File: src/rtl/hls_macc_motion_driver_pkg.sv
// Shared types and defaults for the ap_ctrl_hs initiator (driver FSM states, error bit positions).
package hls_drv_pkg;

  typedef enum logic [1:0] {
    IDLE = 2'd0,
    RUN  = 2'd1,
    RESP = 2'd2
  } state_t;

  localparam int ERR_TIMEOUT = 0;
  localparam int ERR_MISSVLD = 1;

  localparam int DEF_DATA_W  = 32;
  localparam int DEF_CYC_W   = 16;
  localparam int DEF_N_IN    = 10;
  localparam int DEF_N_OUT   = 3;
  localparam int DEF_TIMEOUT = 1024;

endpackage

File: src/rtl/hls_macc_motion_driver_if.sv
// Command/response and core-side bundle; the driver is the master, the SoC/core environment the slave.
interface hls_macc_motion_driver_if import hls_drv_pkg::*; #(
  parameter int DATA_W = DEF_DATA_W,
  parameter int N_IN   = DEF_N_IN,
  parameter int N_OUT  = DEF_N_OUT,
  parameter int CYC_W  = DEF_CYC_W
);

  logic                    s_valid;
  logic                    s_ready;
  logic [N_IN*DATA_W-1:0]  s_data;

  logic [N_IN*DATA_W-1:0]  core_in;
  logic                    ap_start;
  logic                    ap_idle;
  logic                    ap_ready;
  logic                    ap_done;
  logic [N_OUT*DATA_W-1:0] core_out;
  logic [N_OUT-1:0]        core_out_vld;

  logic                    m_valid;
  logic                    m_ready;
  logic [N_OUT*DATA_W-1:0] m_data;
  logic [CYC_W-1:0]        m_cycles;
  logic [1:0]              m_err;

  modport master (
    input  s_valid, s_data,
    output s_ready,
    output core_in, ap_start,
    input  ap_idle, ap_ready, ap_done, core_out, core_out_vld,
    output m_valid, m_data, m_cycles, m_err,
    input  m_ready
  );

  modport slave (
    output s_valid, s_data,
    input  s_ready,
    input  core_in, ap_start,
    output ap_idle, ap_ready, ap_done, core_out, core_out_vld,
    input  m_valid, m_data, m_cycles, m_err,
    output m_ready
  );

endinterface

File: src/rtl/hls_macc_motion_driver_watchdog.sv
// Saturating run-cycle counter; its value is the reported cycle count and it flags the TIMEOUT-th enabled cycle.
module hls_drv_watchdog #(
  parameter int CYC_W   = 16,
  parameter int TIMEOUT = 1024
) (
  input  logic             clk_i,
  input  logic             rst_i,
  input  logic             clr_i,
  input  logic             en_i,
  output logic [CYC_W-1:0] cnt_o,
  output logic             expired_o
);

  // Count before the current cycle equals TIMEOUT-1 exactly when this is the TIMEOUT-th cycle.
  localparam logic [CYC_W:0] LIMIT = (CYC_W+1)'(TIMEOUT - 1);

  logic [CYC_W-1:0] cnt_q;
  logic [CYC_W-1:0] cnt_d;

  always_comb begin
    cnt_d = cnt_q;
    if (clr_i) begin
      cnt_d = '0;
    end else if (en_i && !(&cnt_q)) begin
      cnt_d = cnt_q + 1'b1;
    end
  end

  always_ff @(posedge clk_i) begin
    if (rst_i) begin
      cnt_q <= '0;
    end else begin
      cnt_q <= cnt_d;
    end
  end

  assign cnt_o     = cnt_q;
  assign expired_o = en_i && ({1'b0, cnt_q} >= LIMIT);

endmodule

File: src/rtl/hls_macc_motion_driver.sv
// ap_ctrl_hs initiator: accepts one operand set, runs the core with frozen inputs, returns results/cycles/errors.
// One-cycle bubble between jobs because s_ready is only raised from IDLE.
module hls_macc_motion_driver import hls_drv_pkg::*; #(
  parameter int DATA_W  = DEF_DATA_W,
  parameter int N_IN    = DEF_N_IN,
  parameter int N_OUT   = DEF_N_OUT,
  parameter int TIMEOUT = DEF_TIMEOUT,
  parameter int CYC_W   = DEF_CYC_W
) (
  input  logic                     ap_clk,
  input  logic                     ap_rst,
  hls_macc_motion_driver_if.master bus
);

  state_t                  state_q, state_d;
  logic [N_IN*DATA_W-1:0]  core_in_q, core_in_d;
  logic                    ap_start_q, ap_start_d;
  logic [N_OUT*DATA_W-1:0] m_data_q, m_data_d;
  logic [N_OUT-1:0]        mask_q, mask_d;
  logic [1:0]              m_err_q, m_err_d;

  logic                    s_ready_w;
  logic                    wd_clr;
  logic                    wd_en;
  logic                    wd_expired;
  logic [CYC_W-1:0]        wd_cnt;

  hls_drv_watchdog #(
    .CYC_W   (CYC_W),
    .TIMEOUT (TIMEOUT)
  ) u_watchdog (
    .clk_i     (ap_clk),
    .rst_i     (ap_rst),
    .clr_i     (wd_clr),
    .en_i      (wd_en),
    .cnt_o     (wd_cnt),
    .expired_o (wd_expired)
  );

  assign s_ready_w = (state_q == IDLE) && bus.ap_idle && !ap_rst;

  always_comb begin
    state_d    = state_q;
    core_in_d  = core_in_q;
    ap_start_d = ap_start_q;
    m_data_d   = m_data_q;
    mask_d     = mask_q;
    m_err_d    = m_err_q;
    wd_clr     = 1'b0;
    wd_en      = 1'b0;

    case (state_q)
      IDLE: begin
        if (bus.s_valid && s_ready_w) begin
          core_in_d  = bus.s_data;
          ap_start_d = 1'b1;
          mask_d     = '0;
          m_err_d    = '0;
          wd_clr     = 1'b1;
          state_d    = RUN;
        end
      end

      RUN: begin
        wd_en = 1'b1;
        if (bus.ap_ready) begin
          ap_start_d = 1'b0;
        end
        for (int k = 0; k < N_OUT; k++) begin
          if (bus.core_out_vld[k]) begin
            m_data_d[k*DATA_W +: DATA_W] = bus.core_out[k*DATA_W +: DATA_W];
            mask_d[k]                    = 1'b1;
          end
        end
        // Done has priority over a watchdog expiry in the same cycle.
        if (bus.ap_done) begin
          m_err_d              = '0;
          m_err_d[ERR_MISSVLD] = ~&(mask_q | bus.core_out_vld);
          ap_start_d           = 1'b0;
          state_d              = RESP;
        end else if (wd_expired) begin
          m_err_d              = '0;
          m_err_d[ERR_TIMEOUT] = 1'b1;
          m_data_d             = '0;
          ap_start_d           = 1'b0;
          state_d              = RESP;
        end
      end

      RESP: begin
        if (bus.m_ready) begin
          state_d = IDLE;
        end
      end

      default: begin
        state_d    = IDLE;
        ap_start_d = 1'b0;
      end
    endcase
  end

  always_ff @(posedge ap_clk) begin
    if (ap_rst) begin
      state_q    <= IDLE;
      core_in_q  <= '0;
      ap_start_q <= 1'b0;
      m_data_q   <= '0;
      mask_q     <= '0;
      m_err_q    <= '0;
    end else begin
      state_q    <= state_d;
      core_in_q  <= core_in_d;
      ap_start_q <= ap_start_d;
      m_data_q   <= m_data_d;
      mask_q     <= mask_d;
      m_err_q    <= m_err_d;
    end
  end

  assign bus.s_ready  = s_ready_w;
  assign bus.core_in  = core_in_q;
  assign bus.ap_start = ap_start_q;
  assign bus.m_valid  = (state_q == RESP);
  assign bus.m_data   = m_data_q;
  assign bus.m_cycles = wd_cnt;
  assign bus.m_err    = m_err_q;

endmodule
File: src/flat_wrapper.sv
// flat-port wrapper written by rule: the top's interface ports become plain ports
module hls_macc_motion_driver_flat import hls_drv_pkg::*;
#(
  parameter int DATA_W  = DEF_DATA_W,
  parameter int N_IN    = DEF_N_IN,
  parameter int N_OUT   = DEF_N_OUT,
  parameter int TIMEOUT = DEF_TIMEOUT,
  parameter int CYC_W   = DEF_CYC_W
)
  (ap_clk, ap_rst, bus_s_valid, bus_s_data, bus_s_ready, bus_core_in, bus_ap_start, bus_ap_idle, bus_ap_ready, bus_ap_done, bus_core_out, bus_core_out_vld, bus_m_valid, bus_m_data, bus_m_cycles, bus_m_err, bus_m_ready);
  hls_macc_motion_driver_if #(.DATA_W(DATA_W), .N_IN(N_IN), .N_OUT(N_OUT), .CYC_W(CYC_W)) bus_i ();
  input  logic ap_clk;
  input  logic ap_rst;
  input wire logic [$bits(bus_i.s_valid)-1:0] bus_s_valid;
  input wire logic [$bits(bus_i.s_data)-1:0] bus_s_data;
  output wire logic [$bits(bus_i.s_ready)-1:0] bus_s_ready;
  output wire logic [$bits(bus_i.core_in)-1:0] bus_core_in;
  output wire logic [$bits(bus_i.ap_start)-1:0] bus_ap_start;
  input wire logic [$bits(bus_i.ap_idle)-1:0] bus_ap_idle;
  input wire logic [$bits(bus_i.ap_ready)-1:0] bus_ap_ready;
  input wire logic [$bits(bus_i.ap_done)-1:0] bus_ap_done;
  input wire logic [$bits(bus_i.core_out)-1:0] bus_core_out;
  input wire logic [$bits(bus_i.core_out_vld)-1:0] bus_core_out_vld;
  output wire logic [$bits(bus_i.m_valid)-1:0] bus_m_valid;
  output wire logic [$bits(bus_i.m_data)-1:0] bus_m_data;
  output wire logic [$bits(bus_i.m_cycles)-1:0] bus_m_cycles;
  output wire logic [$bits(bus_i.m_err)-1:0] bus_m_err;
  input wire logic [$bits(bus_i.m_ready)-1:0] bus_m_ready;
  assign bus_i.s_valid = bus_s_valid;
  assign bus_i.s_data = bus_s_data;
  assign bus_s_ready = bus_i.s_ready;
  assign bus_core_in = bus_i.core_in;
  assign bus_ap_start = bus_i.ap_start;
  assign bus_i.ap_idle = bus_ap_idle;
  assign bus_i.ap_ready = bus_ap_ready;
  assign bus_i.ap_done = bus_ap_done;
  assign bus_i.core_out = bus_core_out;
  assign bus_i.core_out_vld = bus_core_out_vld;
  assign bus_m_valid = bus_i.m_valid;
  assign bus_m_data = bus_i.m_data;
  assign bus_m_cycles = bus_i.m_cycles;
  assign bus_m_err = bus_i.m_err;
  assign bus_i.m_ready = bus_m_ready;
  hls_macc_motion_driver #(.DATA_W(DATA_W), .N_IN(N_IN), .N_OUT(N_OUT), .TIMEOUT(TIMEOUT), .CYC_W(CYC_W)) u_core (.ap_clk(ap_clk), .ap_rst(ap_rst), .bus(bus_i));
endmodule
File: config.mk
export PLATFORM = sky130hd
export DESIGN_NAME = hls_macc_motion_driver_flat
export DESIGN_NICKNAME = d
export VERILOG_FILES = /design/src/rtl/hls_macc_motion_driver_pkg.sv /design/src/rtl/hls_macc_motion_driver_if.sv /design/src/rtl/hls_macc_motion_driver_watchdog.sv /design/src/rtl/hls_macc_motion_driver.sv /design/src/flat_wrapper.sv
export SDC_FILE = /design/constraint.sdc
export NUM_CORES = 1
export LEC_CHECK = 0
export BUFFER_PORTS_ARGS = -buffer_cell sky130_fd_sc_hd__buf_2
export CAP_MARGIN = 10
export CORE_AREA = 10 10 326 328
export DETAILED_ROUTE_END_ITERATION = 7
export DIE_AREA = 0 0 336 338
export GPL_TIMING_DRIVEN = 1
export HOLD_SLACK_MARGIN = 0.05
export PLACE_DENSITY_LB_ADDON = 0.12
export RECOVER_POWER = 100
export SLEW_MARGIN = 20
export SYNTH_ARGS = -nofsm -noshare
export SYNTH_HDL_FRONTEND = slang
export SYNTH_HIERARCHICAL = 1
export SYNTH_SLANG_ARGS = --single-unit
File: constraint.sdc
create_clock -name ap_clk -period 2.63 [get_ports ap_clk]
set_input_delay 0.3945 -clock ap_clk [delete_from_list [all_inputs] [get_ports ap_clk]]
set_output_delay 0.3945 -clock ap_clk [all_outputs]
set_load 0.005 [all_outputs]
Word-level counts from Yosys, hierarchy flattened

Cells that the tools add are included.
Widths: inputs -> output; s select.

Memories: 0
Bits in latches: 0
Output and inout port bits: 437
Bits in read-only memories: 0
RAM bits: 0
Register bits: 440
Logic and storage cells: 69

Reductions and logical operators: 20
Multiplexer cells: 27
Divide/modulo/power cells: 0
Equal/unequal tests: 9
$add $sub $neg: 1
$lt $le $gt $ge: 1
Bitwise logic cells: 2
Multiply operators: 0
Shifts and indexed selects: 0

Operator list:

| cell                  | count |
|---|---|
| $mux 96               | 2 |
| $mux 32               | 3 |
| $reduce_and 3->1      | 7 |
| $add 16x1->16 const B | 1 |
| $ge 16x10->1 const B  | 1 |
| $reduce_and 16->1     | 1 |
| $mux 2                | 7 |
| $mux 1                | 10 |
| $ne 2x2->1 const B    | 4 |
| $pmux 2 s3            | 1 |
| $pmux 3 s2            | 1 |
| $logic_and 1x1->1     | 5 |
| $ne 4x4->1 const B    | 1 |
| $pmux 2 s2            | 1 |
| $logic_not 1->1       | 3 |
| $mux 3                | 1 |
| $ne 3x3->1 const B    | 1 |
| $or 3x3->3            | 1 |
| $pmux 1 s3            | 1 |
| $eq 2x1->1 const B    | 1 |
| $eq 2x2->1 const B    | 1 |
| $logic_not 2->1       | 1 |
| $ne 2x1->1 const B    | 1 |
| $reduce_and 2->1      | 1 |
| other kinds (3)       | 3 |

Logic depth before layout (Yosys ltp)

Depth in word-level cells: 7
Gate-level depth with buffers: 10

Hierarchy

The synthesis kept the hierarchy.

By module, submodules not included:

| module                 | times used | sequential area each (µm²) | area each (µm²) | cells an instance |
|---|---|---|---|---|
| hls_macc_motion_driver | 1          | 8488.1                     | 15854.0         | 1924 |
| hls_drv_watchdog       | 1          | 320.3                      | 840.8           | 105 |

Worst setup path after synthesis

No wires, ideal clock.

Path type: reg2reg
Start: reg u_core.state_q[0]
End: reg u_core.m_data_q[55], in the netlist u_core/bus.m_data[55]
Stages on the path, launching flop included: 11
Arrival time: 2.414 ns
Path slack: 0.097 ns
Path buffers: 4
Data required time: 2.510 ns
Setup time: 0.120 ns
Clock period less this slack: 2.533 ns
Cells stage by stage: dfxtp_1 clkbuf_1 nor2b_1 inv_1 a31oi_1 nor4bb_1 or2_2 clkbuf_1 buf_2 buf_2 a21oi_1

Longest elaborated chain between the ends: 5

RTL lines:

| what                        | line                                  | RTL |
|---|---|---|
| start, declared             | hls_macc_motion_driver.sv:15          | `state_t state_q, state_d;` |
| start signal, assigned      | hls_macc_motion_driver.sv:112         | `state_q <= state_d;` |
| $eq 2x1->1                  | hls_macc_motion_driver.sv:52          | `case (state_q)` |
| $mux 1                      | hls_macc_motion_driver.sv:52          |  |
| named net u_core.wd_en      | hls_macc_motion_driver.sv:24          | `logic wd_en;` |
| $logic_and 1x1->1           | hls_macc_motion_driver_watchdog.sv:38 | `assign expired_o = en_i && ({1'b0, cnt_q} >= LIMIT);` |
| named net u_core.wd_expired | hls_macc_motion_driver.sv:25          | `logic wd_expired;` |
| $mux 96                     | hls_macc_motion_driver.sv:81          | `end else if (wd_expired) begin` |
| $mux 96                     | hls_macc_motion_driver.sv:76          | `if (bus.ap_done) begin` |
| end signal, assigned        | hls_macc_motion_driver.sv:115         | `m_data_q <= m_data_d;` |
| end, declared               | hls_macc_motion_driver.sv:18          | `logic [N_OUT*DATA_W-1:0] m_data_q, m_data_d;` |

The timed path passes the listed nets, and every way through them passes these cells.
A chain may end at the register's enable or synchronous reset.

Worst setup path in the final report

Start: reg u_core.u_watchdog.cnt_q[0], in the netlist u_core/u_watchdog/cnt_o[0]
End: reg u_core.m_data_q[80], in the netlist u_core/bus.m_data[80]

Longest elaborated chain between the ends: 4

RTL lines:

| what                        | line                                  | RTL |
|---|---|---|
| start, declared             | hls_macc_motion_driver_watchdog.sv:17 | `logic [CYC_W-1:0] cnt_q;` |
| start signal, assigned      | hls_macc_motion_driver_watchdog.sv:33 | `cnt_q <= cnt_d;` |
| $ge 16x10->1                | hls_macc_motion_driver_watchdog.sv:38 |  |
| $logic_and 1x1->1           | hls_macc_motion_driver_watchdog.sv:38 |  |
| named net u_core.wd_expired | hls_macc_motion_driver.sv:25          |  |
| $mux 96                     | hls_macc_motion_driver.sv:81          |  |
| $mux 96                     | hls_macc_motion_driver.sv:76          |  |

The timed path passes the listed nets, and every way through them passes these cells.

==> flow_summary.toml <==
[run]
max-cap-violations = 0

[floorplan]
start_util_pct = 16.8
die_h_um = 338
die_w_um = 336
rows = 116
core_area_sq_um = 99600
die-area_sq_um = 114000
pin_count = 863

[setup_path]
crit_end = "u_core/bus.m_data[80]$_SDFFE_PP0P_"
r2r-end = "u_core/bus.m_data[80]$_SDFFE_PP0P_"
cp.arrival_ps = 2950
crit_chain = "ha_1, and4_1, nand3_1, a31oi_1, nor4bb_1, or2_4, buf_12, a21oi_1"
critPathLaunch = "u_core/u_watchdog/cnt_o[0]$_SDFFE_PP0P_"
required_ps = 3140
crit_type = "reg2reg"
worst-path-max-fanout = 23
worstSetupEndpointType = "flip-flop"
r2r_start = "u_core/u_watchdog/cnt_o[0]$_SDFFE_PP0P_"
cpPeakStageDelay_ps = 420
r2r_slack_ps = 190
start_kind = "flip-flop"
slowest_stage = "nor4bb_1"
reg2reg_depth = 8

[global_route]
grt_max_degree = 176
grt_overflow = 0
grt_pass1_vias = 20400
grt_usage_pct = 14.6
grt_antenna_before_repair = 9
grt_pass1_wl_um = 130000

[synthesis]
yosysTopAreaCellShare_pct = 52.8
netlist_area_sq_um = 16700
synth_top_flop_cell = "dfxtp_1"
yosysSeqAreaShare_pct = 52.8
synth_edf_count = 0
synth_area_leaders = "dfxtp_1 (53%), a21oi_1 (13%), o21ai_0 (10%), nand3_1 (9.8%), nand2_1 (4.6%)"
syn-num-nets = 2456
synth_largest_area_cell = "dfxtp_1"
yosysWarnings = 6
async_flop_share_pct = 0
ys_ff_latch = 440
synth.avg_cell_area_sq_um = 8.23
ys_types = 44
synth_cells = 2029

[sta]
final.period_utilization_pct = 92.9
finalHoldViolCount = 0
fin_setup_tns_ps = 0
slew-limit-headroom_pct = 15.6
final.min_clock_period_ps = 2440
fin_skew_ps = 19.6
tightest_slew_ps = 1270
final-setup-viol-count = 0
rsz0062_at_grt = "no"
maxSlewViolCount = 0
fmaxAchievable_mhz = 409

[power]
p_seq_share_pct = 41.7
power_frac_clock_pct = 46.6
power.total_w = 0.0167
switchingPower_w = 0.00429
p_int_w = 0.0124
leakagePower_nw = 9.94
p_per_area_nw_per_um2 = 606
ir_worst_vdd_mv = 0.529
combPwrFrac_pct = 11.7
power_switching_share_pct = 25.7

[clock_tree]
root_buffer = "clkbuf_16"
htreeDepth = 2
cts-root-to-sink-buffers = 3
cts_tree = "done"
clk_pin_slew_ps = 60
cts_resized = 0
cts_made_buffers = 56
cts.sinks = 440
clock_latency_ps = 640

[drt]
num_vias = 19700
drt-initial-drc-count = 1222
viasPerCell = 4.33
remaining_drc_errors = 0
dr.pass1.iters = 5
wire_per_inst_um = 19.7
antenna_left = 0
routed_wl_um = 89300

[hold_path]
hp-start = "bus_s_data[223]"
min_path_type = "in2reg"

[finish]
syn2layout_area_growth_pct = 64.8
drive_above_1_share_pct = 17.6
final_cell_area_sq_um = 27500
fin_nets = 3626

[placed_design]
placed_area_sq_um = 22100
dp_hpwl_um = 64400
place_congestion = 0.791
port_buffers = 862

[status]
status = "complete, no violations"
## layer usage
layer  part of all wire [%]  wire [um]  vias up  global-route usage, %
met3                    7.7       6850      139                   4.85
met1                     38      34000     9366                   16.0
met2                     51      45400      665                   26.3
met5                  0.082         73        -                      0
met4                    3.4       3010       10                   5.15
li1                       -          -     9481                      -
## cells by family after synthesis
logic type,count (synthesis),synth area share (%)
adders and majority gates,1,0.0749
AOI/OAI and AO/OA,780,23.7
muxes,2,0.120
and+or+nand+nor,581,16.3
DFF,440,52.8
buffers and inverters,225,7.00
## layout by cell type, fill, tap and decap left out, types with 3 or more instances in the layout
cell / netlist / routed
nand3_1: 328 / 328
a21oi_1: 430 / 430
or4_1: 3 / 3
inv_1: 7 / 7
and3b_1: 3 / 3
nor2_1: 8 / 8
bufinv_16: 0 / 4
nand3b_1: 3 / 3
or3_1: 6 / 6
buf_4: 0 / 31
dlygate4sd3_1: 0 / 415
dfxtp_1: 440 / 440
buf_2: 43 / 430
clkbuf_8: 0 / 11
o21ai_0: 332 / 332
and4_1: 4 / 5
nand4_1: 6 / 6
nand2_1: 205 / 205
clkbuf_16: 0 / 56
diode_2: 0 / 5
clkinv_2: 0 / 9
buf_12: 3 / 11
a31oi_1: 6 / 6
clkbuf_1: 140 / 447
## cells in the mapped netlist (all sizes together) (2+ instances only)
cell type	n
or4	3
a31oi	6
nor2	8
o21ai	332
nor2b	2
nand4	6
o41ai	2
nand2	206
clkbuf	141
nand3b	3
nor4	2
dfxtp	440
a21oi	430
inv	9
or3	6
and3b	3
a41o	2
o31ai	2
buf	75
mux2i	2
or2	2
and4	5
nand3	328
## worst max-delay path, delay by kind of cell (launching register included)
family	cells	cell delay, ps
DFF	1	340
buffers and inverters	1	220
adders and majority gates	1	220
and+or+nand+nor	4	1260
AOI/OAI and AO/OA	2	280
## sequential cells by signal, indices dropped and copies added, names as in the netlist
name and flops:
u_core/state_q 2, u_core/bus.core_in 320, u_core/mask_q 3, u_core/bus.ap_start 1
u_core/u_watchdog/cnt_o 16, u_core/bus.m_data 96, u_core/bus.m_err 2
## how the worst min path moves through the flow
| stage | slack, ps | end | depth (start not counted) |
|---|---|---|---|
| CTS | 50 | u_core/bus.core_in[274]$_SDFFE_PP0P_ | 3 |
| global route | 70 | u_core/bus.core_in[274]$_SDFFE_PP0P_ | 3 |
| floorplan | 450 | u_core/bus.m_data[0]$_SDFFE_PP0P_ | 2 |
| detailed placement | 440 | u_core/bus.m_data[66]$_SDFFE_PP0P_ | 2 |
| finish | 100 | u_core/bus.core_in[223]$_SDFFE_PP0P_ | 3 |
| global placement | 440 | u_core/bus.m_data[47]$_SDFFE_PP0P_ | 2 |
## power groups by stage
stage | registers, W | clock network, W | logic, W
floorplan | 0.00710 | 0 | 0.000668
global placement | 0.00709 | 0 | 0.00151
detailed placement | 0.00709 | 0 | 0.00151
CTS | 0.00695 | 0.00810 | 0.00205
global route | 0.00697 | 0.00836 | 0.00213
finish | 0.00695 | 0.00778 | 0.00195
## through the flow
| step | utilization [%] | hold WS (ps) | worst slack (ps) | std cells |
|---|---|---|---|---|
| 2_1_floorplan | - | 453 | 97.0 | 2029 |
| 3_3_place_gp | 22.2 | 441 | 255 | 4024 |
| 3_5_place_dp | 22.2 | 444 | 231 | 4024 |
| 4_1_cts | 28.2 | 54.1 | 107 | 4539 |
| 5_1_grt | 27.6 | 70.1 | 58.2 | 4543 |
| 6_report | 27.6 | 100 | 186 | 4544 |
## area by class of cell
cell class	instances	area [sq um]
clock inverter	19	234
multi-input combinational	1364	6720
fill	11000	72000
inverter	9	53.8
sequential	440	8810
clock buffer	81	1610
antenna	5	12.5
timing repair buffer	1328	8460
tap	1298	1620
## what timing repair did
action,in CTS,in global routing
hold endpoints to repair,415,0
hold buffers,415,0
buffers inserted,0,0
(Power assumes the default switching activity.)
